File: config.mk
export PLATFORM = sky130hd
export DESIGN_NAME = mc_control_fsm
export DESIGN_NICKNAME = d
export VERILOG_FILES = /design/src/rtl/mc_ctrl_pkg.sv /design/src/rtl/mc_ctrl_out_decode.sv /design/src/rtl/mc_control_fsm.sv
export SDC_FILE = /design/constraint.sdc
export NUM_CORES = 1
export LEC_CHECK = 0
export CORE_UTILIZATION = 36
export DETAILED_ROUTE_END_ITERATION = 8
export PLACE_DENSITY = 0.74
export SKIP_CTS_REPAIR_TIMING = 1
export SLEW_MARGIN = 20
export SYNTH_ARGS = -nofsm -noshare
export SYNTH_HDL_FRONTEND = slang
export SYNTH_SLANG_ARGS = --single-unit
File: constraint.sdc
create_clock -name clk -period 1.6 [get_ports clk]
set_input_delay 0.32 -clock clk [delete_from_list [all_inputs] [get_ports clk]]
set_output_delay 0.32 -clock clk [all_outputs]
set_load 0.1 [all_outputs]
File: src/rtl/mc_ctrl_pkg.sv
// Shared definitions for the multi-cycle control sequencer: state codes,
// opcode constants, datapath select encodings and the decoded control word.
package mc_ctrl_pkg;

    typedef enum logic [3:0] {
        S_FETCH    = 4'd0,
        S_DECODE   = 4'd1,
        S_MEMADR   = 4'd2,
        S_MEMREAD  = 4'd3,
        S_MEMWB    = 4'd4,
        S_MEMWRITE = 4'd5,
        S_EXECR    = 4'd6,
        S_EXECI    = 4'd7,
        S_JAL      = 4'd8,
        S_ALUWB    = 4'd9,
        S_BRANCH   = 4'd10
    } state_t;

    localparam logic [6:0] OP_LW     = 7'b0000011;
    localparam logic [6:0] OP_SW     = 7'b0100011;
    localparam logic [6:0] OP_R      = 7'b0110011;
    localparam logic [6:0] OP_I      = 7'b0010011;
    localparam logic [6:0] OP_JAL    = 7'b1101111;
    localparam logic [6:0] OP_BRANCH = 7'b1100011;

    localparam logic [1:0] SRCA_PC     = 2'b00;
    localparam logic [1:0] SRCA_OLDPC  = 2'b01;
    localparam logic [1:0] SRCA_RD1    = 2'b10;

    localparam logic [1:0] SRCB_RD2    = 2'b00;
    localparam logic [1:0] SRCB_IMM    = 2'b01;
    localparam logic [1:0] SRCB_FOUR   = 2'b10;

    localparam logic [1:0] RES_ALUOUT  = 2'b00;
    localparam logic [1:0] RES_DATA    = 2'b01;
    localparam logic [1:0] RES_ALURES  = 2'b10;

    localparam logic [1:0] ALUOP_ADD   = 2'b00;
    localparam logic [1:0] ALUOP_SUB   = 2'b01;
    localparam logic [1:0] ALUOP_FUNCT = 2'b10;

    // fetch marks the state whose IR/PC strobes are qualified by mem_ready;
    // pc_update is the unconditional PC write used by JAL.
    typedef struct packed {
        logic       fetch;
        logic       pc_update;
        logic       branch;
        logic       adr_src;
        logic       mem_write;
        logic       reg_write;
        logic [1:0] result_src;
        logic [1:0] alu_src_a;
        logic [1:0] alu_src_b;
        logic [1:0] alu_op;
    } ctrl_word_t;

endpackage

File: src/rtl/mc_ctrl_out_decode.sv
// Combinational state -> control-word decode for the multi-cycle sequencer.
module mc_ctrl_out_decode
    import mc_ctrl_pkg::*;
(
    input  state_t     state,
    output ctrl_word_t ctrl
);

    // Moore decode: every field defaults to 0, each state sets only what it uses
    always_comb begin
        ctrl = '0;
        case (state)
            S_FETCH: begin
                ctrl.fetch      = 1'b1;
                ctrl.adr_src    = 1'b0;
                ctrl.alu_src_a  = SRCA_PC;
                ctrl.alu_src_b  = SRCB_FOUR;
                ctrl.alu_op     = ALUOP_ADD;
                ctrl.result_src = RES_ALURES;
            end
            S_DECODE: begin
                // Branch target is computed here and parked in ALUOut
                ctrl.alu_src_a  = SRCA_OLDPC;
                ctrl.alu_src_b  = SRCB_IMM;
                ctrl.alu_op     = ALUOP_ADD;
            end
            S_MEMADR: begin
                ctrl.alu_src_a  = SRCA_RD1;
                ctrl.alu_src_b  = SRCB_IMM;
                ctrl.alu_op     = ALUOP_ADD;
            end
            S_MEMREAD: begin
                ctrl.adr_src    = 1'b1;
                ctrl.result_src = RES_ALUOUT;
            end
            S_MEMWB: begin
                ctrl.result_src = RES_DATA;
                ctrl.reg_write  = 1'b1;
            end
            S_MEMWRITE: begin
                ctrl.adr_src    = 1'b1;
                ctrl.result_src = RES_ALUOUT;
                ctrl.mem_write  = 1'b1;
            end
            S_EXECR: begin
                ctrl.alu_src_a  = SRCA_RD1;
                ctrl.alu_src_b  = SRCB_RD2;
                ctrl.alu_op     = ALUOP_FUNCT;
            end
            S_EXECI: begin
                ctrl.alu_src_a  = SRCA_RD1;
                ctrl.alu_src_b  = SRCB_IMM;
                ctrl.alu_op     = ALUOP_FUNCT;
            end
            S_JAL: begin
                ctrl.alu_src_a  = SRCA_OLDPC;
                ctrl.alu_src_b  = SRCB_FOUR;
                ctrl.alu_op     = ALUOP_ADD;
                ctrl.result_src = RES_ALUOUT;
                ctrl.pc_update  = 1'b1;
            end
            S_ALUWB: begin
                ctrl.result_src = RES_ALUOUT;
                ctrl.reg_write  = 1'b1;
            end
            S_BRANCH: begin
                ctrl.alu_src_a  = SRCA_RD1;
                ctrl.alu_src_b  = SRCB_RD2;
                ctrl.alu_op     = ALUOP_SUB;
                ctrl.result_src = RES_ALUOUT;
                ctrl.branch     = 1'b1;
            end
            default: begin
                ctrl = '0;
            end
        endcase
    end

endmodule

File: src/rtl/mc_control_fsm.sv
// Main control sequencer of the multi-cycle RISC-V core. Optional performance
// counters (cycle_cnt, instret_cnt) are built when MC_CTRL_PERF_EN is defined.
module mc_control_fsm
    import mc_ctrl_pkg::*;
#(
    parameter int OP_W = 7
`ifdef MC_CTRL_PERF_EN
    ,
    parameter int PERF_W = 32
`endif
) (
    input  logic            clk,
    input  logic            resetn,
    input  logic [OP_W-1:0] op,
    input  logic            funct3_0,
    input  logic            zero,
    input  logic            mem_ready,
    output logic            pc_write,
    output logic            adr_src,
    output logic            mem_write,
    output logic            ir_write,
    output logic [1:0]      result_src,
    output logic [1:0]      alu_src_a,
    output logic [1:0]      alu_src_b,
    output logic [1:0]      alu_op,
    output logic            reg_write,
    output logic            illegal_op
`ifdef MC_CTRL_PERF_EN
    ,
    output logic [PERF_W-1:0] cycle_cnt,
    output logic [PERF_W-1:0] instret_cnt
`endif
);

    state_t     state_r;
    state_t     next_state_s;
    ctrl_word_t ctrl_s;
    logic       decode_illegal_s;
    logic       take_branch_s;

    mc_ctrl_out_decode u_out_decode (
        .state (state_r),
        .ctrl  (ctrl_s)
    );

    // Next-state selection; unreachable codes fall back to FETCH
    always_comb begin
        next_state_s     = S_FETCH;
        decode_illegal_s = 1'b0;
        case (state_r)
            S_FETCH: begin
                if (mem_ready) begin
                    next_state_s = S_DECODE;
                end else begin
                    next_state_s = S_FETCH;
                end
            end
            S_DECODE: begin
                case (op)
                    OP_LW, OP_SW: next_state_s = S_MEMADR;
                    OP_R:         next_state_s = S_EXECR;
                    OP_I:         next_state_s = S_EXECI;
                    OP_JAL:       next_state_s = S_JAL;
                    OP_BRANCH:    next_state_s = S_BRANCH;
                    default: begin
                        next_state_s     = S_FETCH;
                        decode_illegal_s = 1'b1;
                    end
                endcase
            end
            S_MEMADR: begin
                if (op == OP_LW) begin
                    next_state_s = S_MEMREAD;
                end else begin
                    next_state_s = S_MEMWRITE;
                end
            end
            S_MEMREAD: begin
                if (mem_ready) begin
                    next_state_s = S_MEMWB;
                end else begin
                    next_state_s = S_MEMREAD;
                end
            end
            S_MEMWRITE: begin
                if (mem_ready) begin
                    next_state_s = S_FETCH;
                end else begin
                    next_state_s = S_MEMWRITE;
                end
            end
            S_EXECR:  next_state_s = S_ALUWB;
            S_EXECI:  next_state_s = S_ALUWB;
            S_JAL:    next_state_s = S_ALUWB;
            S_MEMWB:  next_state_s = S_FETCH;
            S_ALUWB:  next_state_s = S_FETCH;
            S_BRANCH: next_state_s = S_FETCH;
            default:  next_state_s = S_FETCH;
        endcase
    end

    // State register, async-cleared to FETCH
    always_ff @(posedge clk or negedge resetn) begin
        if (!resetn) begin
            state_r <= S_FETCH;
        end else begin
            state_r <= next_state_s;
        end
    end

    // Strobes are gated by resetn so nothing writes while reset is held,
    // even though FETCH would otherwise follow mem_ready.
    always_comb begin
        take_branch_s = ctrl_s.branch & (zero ^ funct3_0);
        pc_write      = resetn & ((ctrl_s.fetch & mem_ready) | ctrl_s.pc_update | take_branch_s);
        ir_write      = resetn & ctrl_s.fetch & mem_ready;
        mem_write     = resetn & ctrl_s.mem_write;
        reg_write     = resetn & ctrl_s.reg_write;
        illegal_op    = resetn & decode_illegal_s;
        adr_src       = ctrl_s.adr_src;
        result_src    = ctrl_s.result_src;
        alu_src_a     = ctrl_s.alu_src_a;
        alu_src_b     = ctrl_s.alu_src_b;
        alu_op        = ctrl_s.alu_op;
    end

`ifdef MC_CTRL_PERF_EN
    logic retire_s;

    // An instruction retires on its final edge back into FETCH; illegal returns excluded
    always_comb begin
        case (state_r)
            S_MEMWB, S_ALUWB, S_BRANCH: retire_s = 1'b1;
            S_MEMWRITE:                 retire_s = mem_ready;
            default:                    retire_s = 1'b0;
        endcase
    end

    // Free-running cycle and retired-instruction counters, wrapping naturally
    always_ff @(posedge clk or negedge resetn) begin
        if (!resetn) begin
            cycle_cnt   <= '0;
            instret_cnt <= '0;
        end else begin
            cycle_cnt <= cycle_cnt + PERF_W'(1);
            if (retire_s) begin
                instret_cnt <= instret_cnt + PERF_W'(1);
            end else begin
                instret_cnt <= instret_cnt;
            end
        end
    end
`endif

endmodule

# Word level (Yosys, flattened, before mapping)
# Cells that the tools add are included.
# word_totals
register_bits	4
out_inout_bits	14
elab_cells	50
# op_classes
eq_ne	16
muxes	16
bitwise_logic	11
reduce_logical	6
# op_table
operator	count
$pmux W6 S7	1
$pmux W4 S6	1
$pmux W4 S5	1
$eq A4 B3 Y1 const B	4
$eq A7 B6 Y1 const B	2
$eq A7 B7 Y1 const B	2
$eq A4 B4 Y1 const B	3
$mux W1	9
$mux W3	3
$and A1 B1 Y1	8
$eq A4 B2 Y1 const B	2
$eq A7 B2 Y1 const B	1
$eq A7 B5 Y1 const B	1
$reduce_or A2 Y1	3
$reduce_or A6 Y1	1
$eq A4 B1 Y1 const B	1
$logic_not A4 Y1	1
$pmux W2 S2	1
$reduce_or A3 Y1	1
$or A1 B1 Y1	2
$xor A1 B1 Y1	1

# Depth between registers and ports, before layout
# Gate-level depths: netlist of the first run.
# depth
word_depth	6
mapped_depth	5
ltp_nobuf	4

# By module
# A second synthesis of the first run with hierarchy kept.
# unflattened
cells_unflattened	75
area_unflattened_um2	634.4
# modules_own_cells
mod	instances	cells_per_inst	area_each_um2	seq_area_each_um2
mc_control_fsm	1	48	429.2	100.1
mc_ctrl_out_decode	1	27	205.2	0.0

# Least setup slack after synthesis of the first run
# No wires, ideal clock.
# synth_timing
path_kind	reg2out
from	reg state_r[2]
to	out pc_write
arrival_ns	5.266
required_ns	1.280
path_slack_ns	-3.986
path_stages_with_launch	5
n_path_buf	1
path_cell_list	dfrtp_1 > buf_2 > nor4_1 > a21oi_1 > nor2b_1
# synth_between
elab_chain_len	6
word_cells_on_any_way	11
# synth_lines
element	line_no	text
start: declaration	mc_control_fsm.sv:35	state_t state_r;
start signal: assignment	mc_control_fsm.sv:107	state_r <= next_state_s;
$logic_not A4 Y1	mc_ctrl_out_decode.sv:12	case (state)
$mux W1	mc_ctrl_out_decode.sv:12	
$and A1 B1 Y1	mc_control_fsm.sv:115	pc_write = resetn & ((ctrl_s.fetch & mem_ready) | ctrl_s.pc_update | take_branch_s);
$or A1 B1 Y1	mc_control_fsm.sv:115	
$or A1 B1 Y1 (*)	mc_control_fsm.sv:115	
$and A1 B1 Y1 (*)	mc_control_fsm.sv:115	
end: declaration	mc_control_fsm.sv:18	output logic pc_write,
# Mark *: on every way between the ends. The rest lies on a longest branch, timed or not.

# Final worst setup path of the first run
# layout_timing
from	reg state_r[2]
to	out illegal_op
# layout_between
elab_chain_len	3
# layout_lines
element	line_no	text
$eq A4 B1 Y1	mc_control_fsm.sv:50	case (state_r)
$mux W1	mc_control_fsm.sv:50	
$and A1 B1 Y1	mc_control_fsm.sv:119	illegal_op = resetn & decode_illegal_s;
end: declaration	mc_control_fsm.sv:27	output logic illegal_op
# No other way between the ends.

==> results.py, run 1 <==
metrics = {
    "clock_tree": {
        "clock_sinks": 4,
        "cts.reportedPaths.clkPinSlew_ns": 0.04,
        "h-tree-depth": 1,
        "cts_buffers": 3,
        "cell_at_the_root_of_the_clock_tree": "clkbuf_4",
        "tritoncts_clock_tree": "built",
        "clock_latency_ns": 0.24,
        "cts-root-to-sink-buffers": 2,
    },
    "synthesis": {
        "synthesis.instances": 72,
        "syn_area_per_cell_um2": 7.96,
        "ys.flop_type": "dfrtp_1",
        "synthesis.yosys.warnings": 0,
        "synth_enable_flop_cells": 0,
        "synth.most_common_cell": "nor2_1",
        "synth_top_area_share_pct": 17.5,
        "synth_cell_types": 34,
        "synth.cell_area_um2": 573,
        "yosysTopAreaCell": "dfrtp_1",
        "yosysSeqAreaShare_pct": 17.5,
        "yosys_register_bits": 4,
        "synthesized_net_count": 84,
        "synth.top_cells.by_count": "nor2_1 (7), nand2b_1 (6), nor2b_1 (5)",
        "async_flop_share_pct": 100,
        "synth.area.top_cells": "dfrtp_1 (17%), nand2b_1 (6.6%), nor2b_1 (5.5%), nor2_1 (4.6%), xnor2_1 (4.6%)",
    },
    "sta": {
        "final_max_slew_violation_count": 0,
        "summed_negative_setup_slack_over_all_endpoints_ns": -3.81,
        "slew_headroom_pct": 73.2,
        "fin_crit_sh_pct": 128,
        "grt_setup_unrepaired": "true",
        "period_needed_ns": 2.04,
        "final-setup-viol-count": 18,
        "tightest_slew_ns": 0.399,
        "final_hold_viol_count": 0,
        "achievable-frequency_mhz": 490,
        "final_worst_path_setup_slack_ns": -0.442,
        "finalClockSkew_ns": 0.00539,
    },
    "power_and_ir_drop": {
        "finalPower_mw": 0.791,
        "leakagePower_nw": 0.561,
        "max-vdd-ir-drop_mv": 0.485,
        "power_density_nw_per_um2": 576,
    },
    "place": {
        "gp_congestion": 0.810,
        "dp.final_hpwl_um": 1370,
        "placement_setup_slack_ns": -0.566,
        "port-buffer-count": 25,
    },
    "grt": {
        "grt.total_usage_pct": 22.1,
        "grt_max_degree": 15,
        "number_of_global_route_vias_before_repair": 734,
        "globalRoute.totalOverflow": 0,
        "wire_length_of_the_first_global_routing_pass_um": 3040,
        "antenna_found_initial": 0,
    },
    "finish": {
        "area_growth_syn_to_layout_pct": 140,
        "largest_register": "state_r",
        "share_of_post_route_cells_with_drive_strength_above_1_pct": 60.5,
        "antenna_cells_inserted": 0,
        "design.final.nets": 133,
        "largest_reg_flops": 4,
        "layout.core_utilization_pct": 92.2,
        "biggestRegsByFlops": "state_r x4",
    },
    "min_path": {
        "worstHoldPathType": "primary input to async pin",
    },
    "drt": {
        "dr_total_vias": 803,
        "detailedRoute.firstPassIterationCount": 4,
        "route.final.wire_length_um": 2530,
        "post_drt_via_cell_ratio": 5.95,
        "wire_per_inst_um": 18.7,
        "postRouteAntennaNets": 0,
        "drc_errors": 0,
        "drt_iter0_drc": 25,
    },
    "setup_path": {
        "slack_of_the_worst_reg_to_reg_path_ns": -0.23,
        "setup.worst_path.start_class": "flip-flop",
        "critical_path.max_stage_delay_ns": 0.56,
        "crit_type": "flip-flop to primary output",
        "cp_cell_sequence": "or4b_4 > nor4b_4 > buf_12",
        "critical_path_arrival_ns": 1.72,
        "critical_path_peak_fanout": 4,
        "cp_slowest_cell": "or4b_4",
        "worst-path-buf-inv": 1,
        "critical_path.endpoint_type": "primary output",
        "timing.critical_path.max_delay_family": "simple AND/OR/NAND/NOR gates",
        "required_ns": 1.28,
    },
    "floorplanning": {
        "core.rowCount": 14,
        "initial_utilization_pct": 38.5,
        "full_die_area_um2": 1760,
        "core_um2": 1490,
        "die_w_um": 41.9,
        "dieHeight_um": 41.9,
        "ios": 26,
    },
    "status": {
        "violated_checks": "setup timing",
        "run_status": "finished with violations",
    },
    "flow_run": {
        "maxCapViolations": 0,
    },
}
[metal layers]
layer / track usage (%) / vias to the layer above / routed length, um / part of all wire [%]
li1: - / 363 / - / -
met1: 22.3 / 394 / 975 / 39
met2: 45.0 / 38 / 1320 / 52
met3: 3.91 / 8 / 137 / 5.4
met4: 5.81 / 0 / 92 / 3.6
met5: 0 / - / 0 / 0
[cells by family after synthesis]
logic type | Yosys count | share of synthesized area (%)
buffers and inverters | 6 | 4.80
XOR/XNOR | 3 | 4.59
flip-flops | 4 | 17.5
multiplexers | 2 | 3.93
AO/OA/AOI/OAI | 14 | 20.3
AND/OR/NAND/NOR | 43 | 48.9
[report_power, final]
| group | internal (mW) | switching (mW) |
|---|---|---|
| registers | 0.106 | 0.00653 |
| logic | 0.236 | 0.308 |
| clock network | 0.0845 | 0.0502 |
[cells in the final DEF (no fill, tap or decap), types with 2 or more instances in the layout]
cell / n
a21oi_1: 2
and3_4: 2
buf_12: 14
buf_4: 18
buf_6: 6
clkbuf_4: 3
clkdlybuf4s50_1: 10
dfrtp_1: 4
nand2_1: 3
nand2b_1: 5
nor2_1: 5
nor2b_1: 2
nor2b_4: 2
nor3_4: 2
nor3b_4: 3
or2b_1: 2
or4b_4: 2
xnor2_1: 3
[through the flow]
step,hold slack (ns),cell area (um^2),std cells
CTS,0.546,1250,133
global route,0.585,1370,135
global placement,0.633,1230,130
detailed placement,0.674,1230,130
floorplan,0.0244,706,72
finish,0.557,1370,135
[area by class of cell]
| cell class | count | area [um^2] |
|---|---|---|
| well taps | 16 | 20.0 |
| fillers | 57 | 116 |
| repair buffers | 49 | 596 |
| clock buffers | 3 | 22.5 |
| multi-input cells | 62 | 631 |
| inverters | 1 | 3.75 |
| flip-flops and latches | 4 | 100 |
[worst paths after layout]
kind                                      start                   end  depth (start not counted)
max                        state_r[2]$_DFF_PN0_            illegal_op                          3
min                                      resetn  state_r[1]$_DFF_PN0_                          2
max reg2reg                state_r[2]$_DFF_PN0_  state_r[1]$_DFF_PN0_                          6
min reg2reg                state_r[3]$_DFF_PN0_  state_r[1]$_DFF_PN0_                          2
max in group asynchronous                resetn  state_r[3]$_DFF_PN0_                          2
min in group clk                          op[4]  state_r[2]$_DFF_PN0_                          5
No activity file was read; power rests on OpenSTA's default activity.
==> run 2: changes to the inputs <==
CORE_MARGIN = 4   (was not set)
CORE_UTILIZATION = 38   (was 36)
CTS_BUF_LIST = sky130_fd_sc_hd__clkbuf_4   (was not set)
PLACE_DENSITY = 0.77   (was 0.74)
==> run 2 against run 1 <==
Effect of this change:
- the run now fails in global routing (5_1_grt)
- synthesized cell count did not move
- area after synthesis did not move
==> results.py, run 2 <==
metrics = {
    "clock_tree": {
        "cts-root-to-sink-buffers": 2,
        "h-tree-depth": 1,
        "clock_sinks": 4,
        "cts_buffers": 3,
        "cell_at_the_root_of_the_clock_tree": "clkbuf_4",
    },
    "floorplanning": {
        "ios": 26,
        "initial_utilization_pct": 41.9,
        "core.rowCount": 13,
        "dieHeight_um": 46.8,
        "die_w_um": 46.8,
    },
    "synthesis": {
        "synth_enable_flop_cells": 0,
        "ys.flop_type": "dfrtp_1",
        "synth.top_cells.by_count": "nor2_1 (7), nand2b_1 (6), nor2b_1 (5)",
        "syn_area_per_cell_um2": 7.96,
        "yosysTopAreaCell": "dfrtp_1",
        "synth_top_area_share_pct": 17.5,
        "synthesized_net_count": 84,
        "async_flop_share_pct": 100,
        "synth.area.top_cells": "dfrtp_1 (17%), nand2b_1 (6.6%), nor2b_1 (5.5%), nor2_1 (4.6%), xnor2_1 (4.6%)",
        "synthesis.instances": 72,
        "synth.cell_area_um2": 573,
        "synth.most_common_cell": "nor2_1",
        "yosysSeqAreaShare_pct": 17.5,
        "synthesis.yosys.warnings": 0,
        "synth_cell_types": 34,
        "yosys_register_bits": 4,
    },
    "status": {
        "tool.error": "[ERROR DPL-0038] Utilization greater than 100%, impossible to legalize",
        "run_status": "aborted with a tool error",
        "failing_step": "global routing (5_1_grt)",
    },
    "grt": {
        "grt_max_degree": 15,
    },
    "place": {
        "port-buffer-count": 25,
        "gp_congestion": 0.898,
        "dp.final_hpwl_um": 1740,
        "placement_setup_slack_ns": -0.598,
    },
    "sta": {
        "timing.grt.repair.worst_endpoint": "illegal_op",
        "worst-endpoint-pin-kind": "primary output",
    },
}
==> run 2: cell counts after synthesis <==
No cell type changed its count.
==> run 2: logic make-up after synthesis <==
family,share of synthesized area (%)
AO/OA/AOI/OAI,20.3
XOR/XNOR,4.59
buffers and inverters,4.80
flip-flops,17.5
multiplexers,3.93
AND/OR/NAND/NOR,48.9
==> run 2: through the flow <==
| stage | cells | hold slack, ns | instance area [um^2] |
|---|---|---|---|
| after floorplan | 72 | 0.0244 | 706 |
| after global placement | 130 | 0.640 | 1230 |
| after detailed placement | 130 | 0.662 | 1230 |
| after CTS | 133 | 0.430 | 1260 |
==> run 3: changes to the inputs <==
CORE_AREA = 4 4 65 67   (was not set)
CORE_MARGIN = not set   (was 4)
CORE_UTILIZATION = not set   (was 38)
CTS_BUF_LIST = not set   (was sky130_fd_sc_hd__clkbuf_4)
DIE_AREA = 0 0 69 71   (was not set)
PLACE_DENSITY = not set   (was 0.77)
PLACE_DENSITY_LB_ADDON = 0.15   (was not set)
clock period = 2.08 ns   (was 1.6 ns; I/O delays follow)
==> run 3 against run 2 <==
Effect of this change:
- the flow now finishes, with violations (setup timing)
==> results.py, run 3 (synthesized netlist as in run 1, its figures left out) <==
metrics = {
    "finish": {
        "number_of_inserted_filler_cells_in_the_final_layout": 383,
        "largest_reg_flops": 4,
        "layout.core_utilization_pct": 35.4,
        "antenna_cells_inserted": 0,
        "multiInputGateArea_um2": 573,
        "area_growth_syn_to_layout_pct": 124,
        "final_cell_mix": "buf_12 (14), buf_4 (14), clkdlybuf4s50_1 (11), nor2_1 (6)",
        "regArea_um2": 101,
        "share_of_post_route_cells_with_drive_strength_above_1_pct": 49.1,
        "design.final.nets": 124,
        "largest_register": "state_r",
        "biggestRegsByFlops": "state_r x4",
        "final_cell_count_without_fillers": 158,
    },
    "drt": {
        "drt_iter0_drc": 7,
        "drc_errors": 0,
        "wire_per_inst_um": 11.4,
        "detailedRoute.firstPassIterationCount": 4,
        "postRouteAntennaNets": 0,
        "dr_total_vias": 667,
        "post_drt_via_cell_ratio": 4.22,
        "route.final.wire_length_um": 1800,
    },
    "floorplanning": {
        "core.rowCount": 22,
        "full_die_area_um2": 4900,
        "dieHeight_um": 71,
        "core_um2": 3630,
        "die_w_um": 69,
        "initial_utilization_pct": 15.8,
        "ios": 26,
    },
    "sta": {
        "fin_crit_sh_pct": 102,
        "tightest_slew_ns": 0.379,
        "summed_negative_setup_slack_over_all_endpoints_ns": -0.0436,
        "finalClockSkew_ns": 0.00428,
        "slew_headroom_pct": 74.3,
        "final_hold_viol_count": 0,
        "grt_setup_unrepaired": "true",
        "final_worst_path_setup_slack_ns": -0.0436,
        "final.hold.worst_slack_ns": 0.669,
        "period_needed_ns": 2.12,
        "final_max_slew_violation_count": 0,
        "achievable-frequency_mhz": 471,
        "final-setup-viol-count": 1,
    },
    "clock_tree": {
        "clock_sinks": 4,
        "cts.reportedPaths.clkPinSlew_ns": 0.03,
        "h-tree-depth": 1,
        "cell_at_the_root_of_the_clock_tree": "clkbuf_8",
        "tritoncts_clock_tree": "built",
        "cts_buffers": 3,
        "cts-root-to-sink-buffers": 2,
        "clock_latency_ns": 0.22,
    },
    "place": {
        "dp.final_hpwl_um": 1500,
        "port-buffer-count": 25,
        "gp_congestion": 0.848,
        "place_inst": 154,
    },
    "power_and_ir_drop": {
        "switchingPower_mw": 0.258,
        "share_clk_of_total_power_pct": 26.6,
        "pwr-share-comb_pct": 59.4,
        "max-vdd-ir-drop_mv": 0.258,
        "leakagePower_nw": 0.499,
        "p_int_mw": 0.360,
        "switching_share_pct": 41.7,
        "power_density_nw_per_um2": 480,
        "pwr-share-seq_pct": 14.0,
    },
    "status": {
        "run_status": "finished with violations",
        "violated_checks": "setup timing",
    },
    "grt": {
        "number_of_global_route_vias_before_repair": 701,
        "wire_length_of_the_first_global_routing_pass_um": 3210,
        "globalRoute.totalOverflow": 0,
        "grt.total_usage_pct": 8.10,
        "grt_max_degree": 23,
        "antenna_found_initial": 0,
    },
    "setup_path": {
        "crit_type": "flip-flop to primary output",
        "critical_path_arrival_ns": 1.71,
        "required_ns": 1.66,
        "setup.worst_path.start_class": "flip-flop",
        "critical_path.endpoint_type": "primary output",
        "critical_path_peak_fanout": 4,
    },
    "flow_run": {
        "maxCapViolations": 0,
    },
    "min_path": {
        "worstHoldPathType": "flip-flop to flip-flop",
    },
}
==> run 3: worst paths after layout <==
check	cells after the start	to	from	slack [ns]
worst min-delay path	2	state_r[1]$_DFF_PN0_	state_r[3]$_DFF_PN0_	0.67
min in group asynchronous	2	state_r[2]$_DFF_PN0_	resetn	0.70
worst max-delay path	3	illegal_op	state_r[2]$_DFF_PN0_	-0.04
worst min register to register	2	state_r[1]$_DFF_PN0_	state_r[3]$_DFF_PN0_	0.67
worst max register to register	5	state_r[1]$_DFF_PN0_	state_r[2]$_DFF_PN0_	0.53
max in group asynchronous	2	state_r[0]$_DFF_PN0_	resetn	1.27
==> run 3: stage by stage <==
| step | setup WS, ns | total power, mW | cell area [um^2] |
|---|---|---|---|
| finish | -0.0436 | 0.618 | 1290 |
| global route | -0.107 | 0.647 | 1290 |
| CTS | -0.269 | 0.613 | 1230 |
| detailed placement | -0.268 | 0.445 | 1190 |
| global placement | -0.174 | 0.444 | 1190 |
| floorplan | -0.697 | 0.300 | 677 |
==> run 3: worst max-delay path, stage by stage, from the launching register on <==
cell     delay (ns)
dfrtp_1        0.40
or4b_4         0.55
nor4b_4        0.32
buf_12         0.21
==> run 3: per-layer routing <==
metal  up-vias  routed length, um  track usage, %  share of wire [%]
li1        341                  -               -                  -
met1       304                717            8.50                 40
met2        20                966            15.3                 54
met3         2                 94            1.70                5.2
met4         0                 25            3.90                1.4
met5         -                  0               0                  0
==> run 3: cell type report <==
type                       count  share of cell area [%]
clock buffer                   3                    3.21
inverter                       1                   0.292
multi-input combinational     62                    44.6
sequential                     4                    7.88
tap                           48                    4.67
timing repair buffer          40                    39.4
==> run 3: power by group through the flow <==
stage	Sequential (mW)	Combinational, mW	Clock, mW
floorplan	0.0878	0.213	0
global placement	0.0870	0.357	0
detailed placement	0.0870	0.358	0
CTS	0.0861	0.359	0.168
global route	0.0875	0.386	0.173
finish	0.0866	0.367	0.164
